## src/rtl/rggen_host_if_apb.sv

```systemverilog
// APB3/APB4 host interface: turns each APB access into a single command on the
// register command bus, waits for the register-side response, then completes the transfer.
module rggen_host_if_apb #(
  parameter int ADDRESS_WIDTH  = 16,
  parameter int DATA_WIDTH     = 32,
  parameter int TIMEOUT_CYCLES = 0
) (
  input  logic                      clk,
  input  logic                      rst_n,
  input  logic                      i_psel,
  input  logic                      i_penable,
  input  logic                      i_pwrite,
  input  logic [ADDRESS_WIDTH-1:0]  i_paddr,
  input  logic [DATA_WIDTH-1:0]     i_pwdata,
  input  logic [DATA_WIDTH/8-1:0]   i_pstrb,
  output logic                      o_pready,
  output logic [DATA_WIDTH-1:0]     o_prdata,
  output logic                      o_pslverr,
  output logic                      o_command_valid,
  output logic [ADDRESS_WIDTH-1:0]  o_address,
  output logic                      o_write,
  output logic [DATA_WIDTH-1:0]     o_write_data,
  output logic [DATA_WIDTH-1:0]     o_write_mask,
  input  logic                      i_response_ready,
  input  logic [DATA_WIDTH-1:0]     i_read_data,
  input  logic [1:0]                i_status
);

  localparam int STRB_WIDTH = DATA_WIDTH / 8;
  localparam int CNT_WIDTH  = (TIMEOUT_CYCLES > 1) ? $clog2(TIMEOUT_CYCLES) : 1;
  localparam logic [CNT_WIDTH-1:0] CNT_LAST =
    CNT_WIDTH'((TIMEOUT_CYCLES > 0) ? TIMEOUT_CYCLES - 1 : 0);

  typedef enum logic [1:0] {
    IDLE = 2'd0,
    BUSY = 2'd1,
    DONE = 2'd2
  } state_t;

  state_t                 state_q;
  state_t                 state_d;
  logic [CNT_WIDTH-1:0]   count_q;
  logic [DATA_WIDTH-1:0]  rdata_q;
  logic                   error_q;
  logic                   start;
  logic                   timeout;
  logic                   response_error;
  logic [DATA_WIDTH-1:0]  strb_mask;

  assign start          = i_psel & i_penable;
  assign timeout        = (TIMEOUT_CYCLES != 0) && (count_q == CNT_LAST);
  // status 01 is reserved and completes as OK
  assign response_error = (i_status == 2'b10) || (i_status == 2'b11);

  always_comb begin
    strb_mask = '0;
    for (int i = 0; i < STRB_WIDTH; i++) begin
      strb_mask[8*i+:8] = {8{i_pstrb[i]}};
    end
  end

  always_ff @(posedge clk or negedge rst_n) begin
    if (!rst_n) begin
      state_q <= IDLE;
    end else begin
      state_q <= state_d;
    end
  end

  always_comb begin
    state_d         = state_q;
    o_command_valid = 1'b0;
    o_pready        = 1'b0;
    o_pslverr       = 1'b0;
    o_prdata        = '0;
    unique case (state_q)
      IDLE: begin
        if (start) begin
          state_d = BUSY;
        end
      end
      BUSY: begin
        o_command_valid = 1'b1;
        if (i_response_ready || timeout) begin
          state_d = DONE;
        end
      end
      DONE: begin
        o_pready  = 1'b1;
        o_pslverr = error_q;
        if (!o_write && !error_q) begin
          o_prdata = rdata_q;
        end
        state_d = IDLE;
      end
      default: state_d = IDLE;
    endcase
  end

  // Command fields are captured once on acceptance and held through BUSY.
  always_ff @(posedge clk or negedge rst_n) begin
    if (!rst_n) begin
      o_address    <= '0;
      o_write      <= 1'b0;
      o_write_data <= '0;
      o_write_mask <= '0;
    end else if (state_q == IDLE && start) begin
      o_address    <= i_paddr;
      o_write      <= i_pwrite;
      o_write_data <= i_pwdata;
      o_write_mask <= i_pwrite ? strb_mask : '1;
    end
  end

  always_ff @(posedge clk or negedge rst_n) begin
    if (!rst_n) begin
      count_q <= '0;
      rdata_q <= '0;
      error_q <= 1'b0;
    end else if (state_q == IDLE && start) begin
      count_q <= '0;
    end else if (state_q == BUSY) begin
      if (i_response_ready) begin
        rdata_q <= i_read_data;
        error_q <= response_error;
      end else if (timeout) begin
        rdata_q <= '0;
        error_q <= 1'b1;
      end else begin
        count_q <= count_q + CNT_WIDTH'(1);
      end
    end
  end

endmodule

```

## config.mk

```make
export PLATFORM = sky130hd
export DESIGN_NAME = rggen_host_if_apb
export DESIGN_NICKNAME = d
export VERILOG_FILES = /design/src/rtl/rggen_host_if_apb.sv
export SDC_FILE = /design/constraint.sdc
export NUM_CORES = 1
export LEC_CHECK = 0
export CAP_MARGIN = 5
export CORE_MARGIN = 2
export CORE_UTILIZATION = 43
export CTS_BUF_LIST = sky130_fd_sc_hd__clkbuf_2
export DETAILED_ROUTE_END_ITERATION = 8
export HOLD_SLACK_MARGIN = 0.03
export PLACE_DENSITY = 0.95
export RECOVER_POWER = 50
export REMOVE_ABC_BUFFERS = 1
export SYNTH_ARGS = -nofsm -noshare
export SYNTH_HDL_FRONTEND = slang
export SYNTH_SLANG_ARGS = --single-unit
```

## constraint.sdc

```tcl
create_clock -name clk -period 2.4 [get_ports clk]
set_input_delay 0.48 -clock clk [delete_from_list [all_inputs] [get_ports clk]]
set_output_delay 0.48 -clock clk [all_outputs]
set_load 0.05 [all_outputs]
```

==> flow_metrics.env, run 1 <==
export IMPL_status="finished, violations left"
export IMPL_violations="negative setup slack"
export IMPL_die_h_um=97.5
export IMPL_vdd_drop_max_mv=0.629
export IMPL_fillers=592
export IMPL_htreeDepth=3
export IMPL_rsz0062_at_grt="true"
export IMPL_drv_cap=0
export IMPL_slew_limit_headroom=0.339
export IMPL_crit_path_end_kind="output port"
export IMPL_crit_start="state_q[0]"
export IMPL_totalWireLength_um=9780
export IMPL_r2r_start="state_q[0]"
export IMPL_cts_buffers=9
export IMPL_post_route_drc_count=0
export IMPL_hold_start="o_write_data[12]"
export IMPL_yosys_cell_types_count=15
export IMPL_nets=538
export IMPL_r2r_slack_ns=0.12
export IMPL_ys_ff_latch=88
export IMPL_vias_per_cell=4.81
export IMPL_post_drt_wl_per_cell_um=17.5
export IMPL_clockPowerShare=0.112
export IMPL_worst_slew_pin_slew_ns=0.992
export IMPL_core_area_um2=8590
export IMPL_diodes=0
export IMPL_overflow=0
export IMPL_yosysSeqAreaShare=0.585
export IMPL_finalSetupViolCount=32
export IMPL_p_per_area_nw_per_um2=922
export IMPL_die_width_um=97.5
export IMPL_worstSetupPathType="reg -> out"
export IMPL_power_switching_w=0.00258
export IMPL_worstSkewPairLatency_ns=0.53
export IMPL_numClockSinks=88
export IMPL_antenna_found_initial=0
export IMPL_first_global_vias=2937
export IMPL_clk_pin_slew_worst_paths_ns=0.25
export IMPL_grt_pass1_wl_um=15000
export IMPL_postSynthCellCount=259
export IMPL_slew_violations=0
export IMPL_arrival_ns=1.95
export IMPL_final_common_cell="clkdlybuf4s50_1"
export IMPL_postLayoutCellArea_um2=6190
export IMPL_fin_crit_sh=1.01
export IMPL_drt_iter0_drc=47
export IMPL_synth_area_um2=3760
export IMPL_track_usage=0.201
export IMPL_total_power_w=0.00570
export IMPL_final_cell_mix="137 x clkdlybuf4s50_1, 87 x dfrtp_1, 49 x mux2_1"
export IMPL_period_needed_ns=2.43
export IMPL_cp_required_ns=1.92
export IMPL_place_hpwl_um=6880
export IMPL_fin_util=0.720
export IMPL_cts_tree="done"
export IMPL_critPathMaxStageDelay_ns=0.49
export IMPL_worstPathCellList="nor4b_4, buf_4, buf_6, and2_4, buf_12"
export IMPL_rows=34
export IMPL_synth_warnings=0
export IMPL_port_buffers=206
export IMPL_die_area_um2=9510
export IMPL_num_io_pins=208
export IMPL_start_kind="flop"
export IMPL_cp_slowest_cell="dfrtp_2"
export IMPL_worst_slack_ns=-0.0301
export IMPL_hold_violations=0
export IMPL_p_leak_nw=2.62
export IMPL_clk_path_buf_depth=2
export IMPL_vias=2686
export IMPL_critPathMaxFanout=8
export IMPL_internal_power_w=0.00312
export IMPL_grt_max_degree=54
export IMPL_fmax_ghz=0.412
export IMPL_initial_core_util=0.438
export IMPL_cts_root_buf="clkbuf_2"
export IMPL_syn2layout_area_growth_pct=64.5
export IMPL_finClkSkew_ns=0.0318
export IMPL_avgSynthCellArea_um2=14.5
export IMPL_p_seq_frac=0.387
export IMPL_postPlaceCellArea_um2=6060
export IMPL_drtAntennaViolNets=0
export IMPL_post_route_cells_drive_above_1_share=0.286
export IMPL_netSwitchingFraction=0.452
export IMPL_min_path_type="reg -> reg"
export IMPL_p_comb_frac=0.501
export IMPL_drt_pass1_iterations=4
export IMPL_gp_congestion=0.789
export IMPL_pre_cts_ws_ns=0.200
## kinds of logic after synthesis
| family | count (synthesis) | share of synthesized area |
|---|---|---|
| simple gates | 42 | 0.0735 |
| compound gates | 1 | 0.00200 |
| buf+inv | 42 | 0.0818 |
| mux | 86 | 0.257 |
| flops | 88 | 0.585 |
## Yosys cell counts
cell type	instances	area (um2)
dfrtp_1	88	2200
mux2_1	49	552
mux2_2	37	417
and2_1	33	206
buf_4	29	218
buf_6	5	56.3
nand2b_1	4	25.0
buf_2	3	15.0
clkbuf_1	3	11.3
inv_1	2	7.51
nor2b_1	2	12.5
a21o_1	1	7.51
nand3b_1	1	7.51
nor4b_2	1	15.0
nor4bb_1	1	10.0
## area by class of cell
| class | count | area [um2] | area share |
|---|---|---|---|
| Clock buffer | 11 | 55.1 | 0.00889 |
| Clock inverter | 5 | 33.8 | 0.00546 |
| Inverter | 2 | 7.51 | 0.00121 |
| Multi-Input combinational cell | 129 | 1340 | 0.216 |
| Sequential cell | 88 | 2200 | 0.356 |
| Tap cell | 108 | 135 | 0.0218 |
| Timing Repair Buffer | 216 | 2420 | 0.390 |
## metal layers
| layer | GRT usage | up-vias | part of all wire |
|---|---|---|---|
| li1 | - | 1219 | - |
| met1 | 0.224 | 1321 | 0.38 |
| met2 | 0.358 | 131 | 0.53 |
| met3 | 0.0619 | 15 | 0.077 |
| met4 | 0.0780 | 0 | 0.018 |
| met5 | 0 | - | 0 |
## registers in the layout (all words and copies together) (netlist names)
register	count
state_q	2
rdata_q	32
o_write_data	32
o_write_mask	4
o_write	1
o_address	16
error_q	1
## power by group through the flow
| stage | sequential [W] | combinational (W) | clock [W] |
|---|---|---|---|
| final | 0.00221 | 0.00286 | 0.000639 |
| after floorplan | 0.00344 | 0.000536 | 0 |
| after global placement | 0.00219 | 0.00288 | 0 |
| after global routing | 0.00227 | 0.00296 | 0.000735 |
| after CTS | 0.00220 | 0.00288 | 0.000669 |
| after detailed placement | 0.00223 | 0.00294 | 0 |
## metrics by stage
| step | setup TNS (ns) | instances | hold WS (ns) |
|---|---|---|---|
| 2_1_floorplan | -249.37 | 219 | 0.184 |
| 3_3_place_gp | 0 | 537 | 0.466 |
| 3_5_place_dp | 0 | 537 | 0.474 |
| 4_1_cts | -2.43 | 559 | 0.390 |
| 5_1_grt | -4.10 | 559 | 0.476 |
| 6_report | -0.298 | 559 | 0.511 |
## critical path, delay by kind of cell, from the launching register on
kind | cells | cell delay (ns)
flip-flops | 1 | 0.49
buffers and inverters | 3 | 0.47
AND/OR/NAND/NOR | 2 | 0.46
## final timing paths
| path | end | cells past startpoint |
|---|---|---|
| max | o_prdata[24] | 5 |
| min in group asynchronous | rdata_q[15] | 2 |
| max reg2reg | o_address[14] | 5 |
| min | o_write_data[12] | 1 |
| max in group asynchronous | state_q[1] | 3 |
| min reg2reg | o_write_data[12] | 1 |
## repair_timing
action,4_1_cts,5_1_grt
setup buffers,3,0
endpoints found under the setup margin,68,35
cloned,2,0
gates resized for setup,59,25
pin swaps,1,1
hold buffers,1,0
endpoints found under the hold margin,38,0
Note: power is estimated with default switching activity, not from simulation.
==> inputs of run 2 (changes only) <==
--- a/config.mk
+++ b/config.mk
@@ -9,6 +9,7 @@
 export CORE_MARGIN = 2
 export CORE_UTILIZATION = 43
 export CTS_BUF_LIST = sky130_fd_sc_hd__clkbuf_2
+export CTS_CLUSTER_SIZE = 24
 export DETAILED_ROUTE_END_ITERATION = 8
 export HOLD_SLACK_MARGIN = 0.03
 export PLACE_DENSITY = 0.95
==> results of run 2 <==
Final layout, timing and power as in run 1 (identical DEF).
